File: src/rtl/mem_stage_lsu.sv
// Memory-stage load/store unit: one outstanding req/gnt/rvalid access, lane-aligned stores, formatted loads.
// Stalls the pipeline from request until the DONE cycle; read result is registered and changes only on capture.
module mem_stage_lsu #(
  parameter int DATA_WIDTH    = 32,
  parameter int ADDRESS_WIDTH = 32
) (
  input  logic                     clk_i,
  input  logic                     rst_ni,
  input  logic                     MemReadM_i,
  input  logic                     MemWriteM_i,
  input  logic [2:0]               Funct3M_i,
  input  logic [ADDRESS_WIDTH-1:0] ALUResultM_i,
  input  logic [DATA_WIDTH-1:0]    WriteDataM_i,
  output logic [DATA_WIDTH-1:0]    ReadDataM_o,
  output logic                     StallM_o,
  output logic                     MisalignM_o,
  output logic                     mem_req_o,
  output logic                     mem_we_o,
  output logic [ADDRESS_WIDTH-1:0] mem_addr_o,
  output logic [3:0]               mem_be_o,
  output logic [DATA_WIDTH-1:0]    mem_wdata_o,
  input  logic                     mem_gnt_i,
  input  logic                     mem_rvalid_i,
  input  logic [DATA_WIDTH-1:0]    mem_rdata_i
);

  typedef enum logic [1:0] {IDLE, REQ, WAIT, DONE} state_t;

  state_t                state_q, state_d;
  logic [DATA_WIDTH-1:0] rdata_q;
  logic [DATA_WIDTH-1:0] rdata_fmt;
  logic [DATA_WIDTH-1:0] lane_w;
  logic [1:0]            off;
  logic                  access, bad, pending;

  assign off    = ALUResultM_i[1:0];
  assign access = MemReadM_i | MemWriteM_i;

  always_comb begin
    bad = 1'b0;
    case (Funct3M_i)
      3'b000, 3'b100: bad = 1'b0;
      3'b001, 3'b101: bad = off[0];
      3'b010:         bad = |off;
      default:        bad = 1'b1;
    endcase
  end

  // Everything that could start an access is gated by reset so the pipeline sees no stall in reset.
  assign pending = rst_ni & access & ~bad;

  always_ff @(posedge clk_i) begin
    if (!rst_ni) begin
      state_q <= IDLE;
      rdata_q <= '0;
    end else begin
      state_q <= state_d;
      if (state_q == WAIT && mem_rvalid_i) rdata_q <= rdata_fmt;
    end
  end

  always_comb begin
    state_d = state_q;
    case (state_q)
      IDLE: if (pending) state_d = mem_gnt_i ? (MemWriteM_i ? DONE : WAIT) : REQ;
      REQ:  if (mem_gnt_i) state_d = MemWriteM_i ? DONE : WAIT;
      WAIT: if (mem_rvalid_i) state_d = DONE;
      DONE: state_d = IDLE;
      default: state_d = IDLE;
    endcase
  end

  always_comb begin
    mem_req_o   = rst_ni & (((state_q == IDLE) & pending) | (state_q == REQ));
    StallM_o    = pending & (state_q != DONE);
    MisalignM_o = rst_ni & access & bad;
    mem_we_o    = MemWriteM_i;
    mem_addr_o  = {ALUResultM_i[ADDRESS_WIDTH-1:2], 2'b00};
    mem_be_o    = 4'b1111;
    mem_wdata_o = WriteDataM_i;
    if (MemWriteM_i) begin
      case (Funct3M_i[1:0])
        2'b00: begin
          mem_be_o    = 4'b0001 << off;
          mem_wdata_o = {4{WriteDataM_i[7:0]}};
        end
        2'b01: begin
          mem_be_o    = 4'b0011 << off;
          mem_wdata_o = {2{WriteDataM_i[15:0]}};
        end
        default: ;
      endcase
    end
  end

  // Bring the addressed lane down to bit 0, then extend by width code.
  assign lane_w = mem_rdata_i >> {off, 3'b000};

  always_comb begin
    case (Funct3M_i)
      3'b000:  rdata_fmt = {{24{lane_w[7]}}, lane_w[7:0]};
      3'b100:  rdata_fmt = {24'b0, lane_w[7:0]};
      3'b001:  rdata_fmt = {{16{lane_w[15]}}, lane_w[15:0]};
      3'b101:  rdata_fmt = {16'b0, lane_w[15:0]};
      default: rdata_fmt = mem_rdata_i;
    endcase
  end

  assign ReadDataM_o = rdata_q;

endmodule
File: config.mk
export PLATFORM = sky130hd
export DESIGN_NAME = mem_stage_lsu
export DESIGN_NICKNAME = d
export VERILOG_FILES = /design/src/rtl/mem_stage_lsu.sv
export SDC_FILE = /design/constraint.sdc
export NUM_CORES = 1
export LEC_CHECK = 0
export BUFFER_PORTS_ARGS = -buffer_cell sky130_fd_sc_hd__buf_4
export CORE_ASPECT_RATIO = 1.2
export CORE_MARGIN = 2
export CORE_UTILIZATION = 30
export CTS_CLUSTER_SIZE = 20
export DETAILED_ROUTE_END_ITERATION = 7
export PLACE_DENSITY = 0.74
export SYNTH_ARGS = -nofsm -noshare
export SYNTH_HDL_FRONTEND = slang
export SYNTH_SLANG_ARGS = --single-unit
File: constraint.sdc
create_clock -name clk_i -period 3.5 [get_ports clk_i]
set_input_delay 0.7 -clock clk_i [delete_from_list [all_inputs] [get_ports clk_i]]
set_output_delay 0.7 -clock clk_i [all_outputs]
set_load 0.01 [all_outputs]
==> results by group <==
Clocking
  – Hold_buf cts: 0
  – Skew-Pair Late Insertion Delay: 270 ps
  – Post-cts repair resize count: 0
  – CTS sink count: 34
  – CTS max path bufs: 2
  – Htree depth: 2
  – CTS Root Cell: clkbuf_16
  – CTS tree: yes
  – # Post-CTS Setup Buffers: 0
  – Clock slew seen by the registers of the worst setup and hold paths: 50 ps
  – CTS Buf Count: 5

Critical path
  – CP top delay family: buffers and inverters
  – R2R cell count: 6
  – Worst Path Required: 2800 ps
  – Crit path top cell by count: buf_4
  – Worst-path maximum fanout: 36
  – Slowest CP cell: mux2_2
  – Crit path DAT: 2100 ps
  – Crit start category: primary input
  – Crit path depth: 7
  – CP max stage delay: 350 ps
  – R2r setup slk: 1660 ps
  – WS Path Type: in -> out
  – CP cell instances: buf_4, nand2b_1, buf_4, nor2_1, buf_4, mux2_2, buf_4
  – CP bufs+invs: 4
  – Crit path capture type: primary output

Yosys
  – Post-synthesis average cell area: 7.84 um^2
  – Ys Warns: 0
  – Largest cells by area after synthesis: dfxtp_1 (23%), buf_4 (10%), nand2_1 (10%)
  – Sequential area share after synthesis: 0.232
  – Yosys reg bits: 34
  – Yosys top cell by area: dfxtp_1
  – Primary FF master, synth: dfxtp_1
  – Number of synthesized flops with an enable pin: 0
  – Post-synth cell types: 40
  – Mapped Cells: 375
  – Fraction of registers with async set/reset: 0
  – Post-Syn Area: 2940 um^2
  – Top-area cell type share of the netlist area: 0.232

Die
  – Std cell rows: 39
  – Die Ht: 112 um
  – Chip width: 94.4 um
  – I/O pins: 209
  – Full die area: 10600 um^2
  – Initial core utilization: 0.309
  – Core area: 9520 um^2

Timing
  – Slew Viols, Final: 0
  – Fin Hold WS: 474 ps
  – Final setup vio count: 0
  – Peak Freq: 0.357 GHz
  – Final period util: 0.799
  – Worst slew margin: 0.295
  – Clock skew: 4.23 ps
  – Slew @ Worst Pin: 1060 ps
  – Final hold vios: 0
  – Post-route minimum period: 2800 ps
  – RSZ-0062 raised after global routing: false
  – Final WS setup: 703 ps
  – Setup_tns: 0 ps

Placed design
  – Setup Slack @ Placement: 638 ps
  – IO buf count: 146
  – GPL Wtd Cong: 0.867
  – DP Area: 3790 um^2
  – Detailed Place HPWL: 7120 um

Finish
  – Final #Nets: 574
  – Area Overhead vs Synth: 34.0%
  – Design Area, Final: 3940 um^2
  – Number of diodes: 0
  – Final design utilization: 0.414
  – Layout cell share with drive strength beyond 1: 0.410

GRT
  – Total gr overflow: 0
  – Antenna violations before repair: 0
  – Gr usage total: 0.169
  – Largest net degree at the start of global routing: 51
  – Vias in the first global route: 2811
  – First-pass GRT wire length: 14400 um

Worst hold path
  – HP Class: reg -> reg
  – Worst Hold Path Cells: 2

Detailed routing
  – Avg WL per Cell: 15.4 um
  – Drt pass-1 iters: 4
  – WL final: 9070 um
  – DR vias: 2885
  – DR DRC count: 0
  – Post-route ant nets: 0
  – Via density: 4.90
  – Iter 0 DRT Violations: 206

Power
  – Leakage power: 1.80 nW
  – Peak VDD IR: 0.242 mV
  – Power per Cell Area: 420 nW/um^2

Job
  – Maxcap violations: 0

Status
  – Status: completed
cells by family (layout without fill, tap and decap cells):
kind of cell	count (synthesis)	count (layout)	synth area share
flip-flops	34	34	0.232
AND/OR/NAND/NOR	129	129	0.180
buffers and inverters	76	166	0.161
AO/OA/AOI/OAI	84	84	0.233
adder cells (fa/ha/maj)	4	4	0.0170
other	1	2	0.00128
multiplexers	47	47	0.176
registers in the layout, indices dropped and copies added, names as in the netlist:
signal       count
ReadDataM_o     32
state_q          2
synth_stat cells (2+ instances only):
| cell type | number |
|---|---|
| a21boi_0 | 10 |
| a21oi_1 | 11 |
| a21oi_4 | 10 |
| a22oi_1 | 2 |
| a2bb2oi_1 | 11 |
| a32o_1 | 6 |
| buf_1 | 2 |
| buf_2 | 2 |
| buf_4 | 41 |
| buf_6 | 2 |
| clkbuf_1 | 22 |
| dfxtp_1 | 34 |
| ha_1 | 4 |
| inv_1 | 6 |
| mux2_2 | 17 |
| mux2i_1 | 28 |
| mux4_2 | 2 |
| nand2_1 | 82 |
| nand2b_1 | 6 |
| nand3_1 | 6 |
| nor2_1 | 26 |
| nor2b_1 | 3 |
| o21ai_0 | 18 |
| o221ai_1 | 7 |
| or2_2 | 2 |
area by class of cell:
class                      instances  area, um^2
sequential                        34         681
timing repair buffer             152        1140
tap                              123         154
clock buffer                       6         139
inverter                           6        22.5
multi-input combinational        266        1790
clock inverter                     2        12.5
fill                             957        5580
final timing paths:
path | startpoint | end
worst max-delay path | Funct3M_i[1] | mem_wdata_o[10]
worst min-delay path | ReadDataM_o[6]$_SDFFE_PN0P_ | ReadDataM_o[6]$_SDFFE_PN0P_
worst max register to register | state_q[0]$_SDFFE_PN0P_ | ReadDataM_o[14]$_SDFFE_PN0P_
worst min register to register | ReadDataM_o[6]$_SDFFE_PN0P_ | ReadDataM_o[6]$_SDFFE_PN0P_
where the power goes:
part,total (W),internal [W],switching (W)
sequential,0.000504,0.000461,0.0000425
combinational,0.000710,0.000340,0.000370
clock,0.000439,0.000281,0.000158
total,0.00165,0.00108,0.000570
routing by layer:
| layer | track usage | routed length [um] |
|---|---|---|
| met1 | 0.216 | 3890 |
| met2 | 0.270 | 4240 |
| met3 | 0.0537 | 715 |
| met4 | 0.0541 | 226 |
| met5 | 0 | 0 |
metrics by stage:
step	total power, W	std cells
after floorplan	0.000967	376
after global placement	0.00120	581
after detailed placement	0.00122	581
after CTS	0.00167	589
after global routing	0.00177	589
final	0.00165	589
placed cells by master (no fill, tap or decap), drive strengths merged, types with 2 or more instances in the layout:
master / synthesis / routed
buf: 48 / 152
nand2: 82 / 82
dfxtp: 34 / 34
mux2i: 28 / 28
nor2: 26 / 26
a21oi: 21 / 21
o21ai: 18 / 18
mux2: 17 / 17
a2bb2oi: 11 / 11
a21boi: 10 / 10
o221ai: 7 / 7
inv: 6 / 6
nand2b: 6 / 6
nand3: 6 / 6
a32o: 6 / 6
clkbuf: 22 / 6
ha: 4 / 4
nor2b: 3 / 3
or2: 2 / 2
mux4: 2 / 2
a22oi: 2 / 2
conb: 1 / 2
worst register-to-register path, stage by stage (launching register included):
cell and delay [ps]:
dfxtp_1 380, inv_1 90, ha_1 250, nand2_1 500, nand2b_1 140, a21boi_0 150, a32o_1 230
No activity file was read; power rests on OpenSTA's default activity.
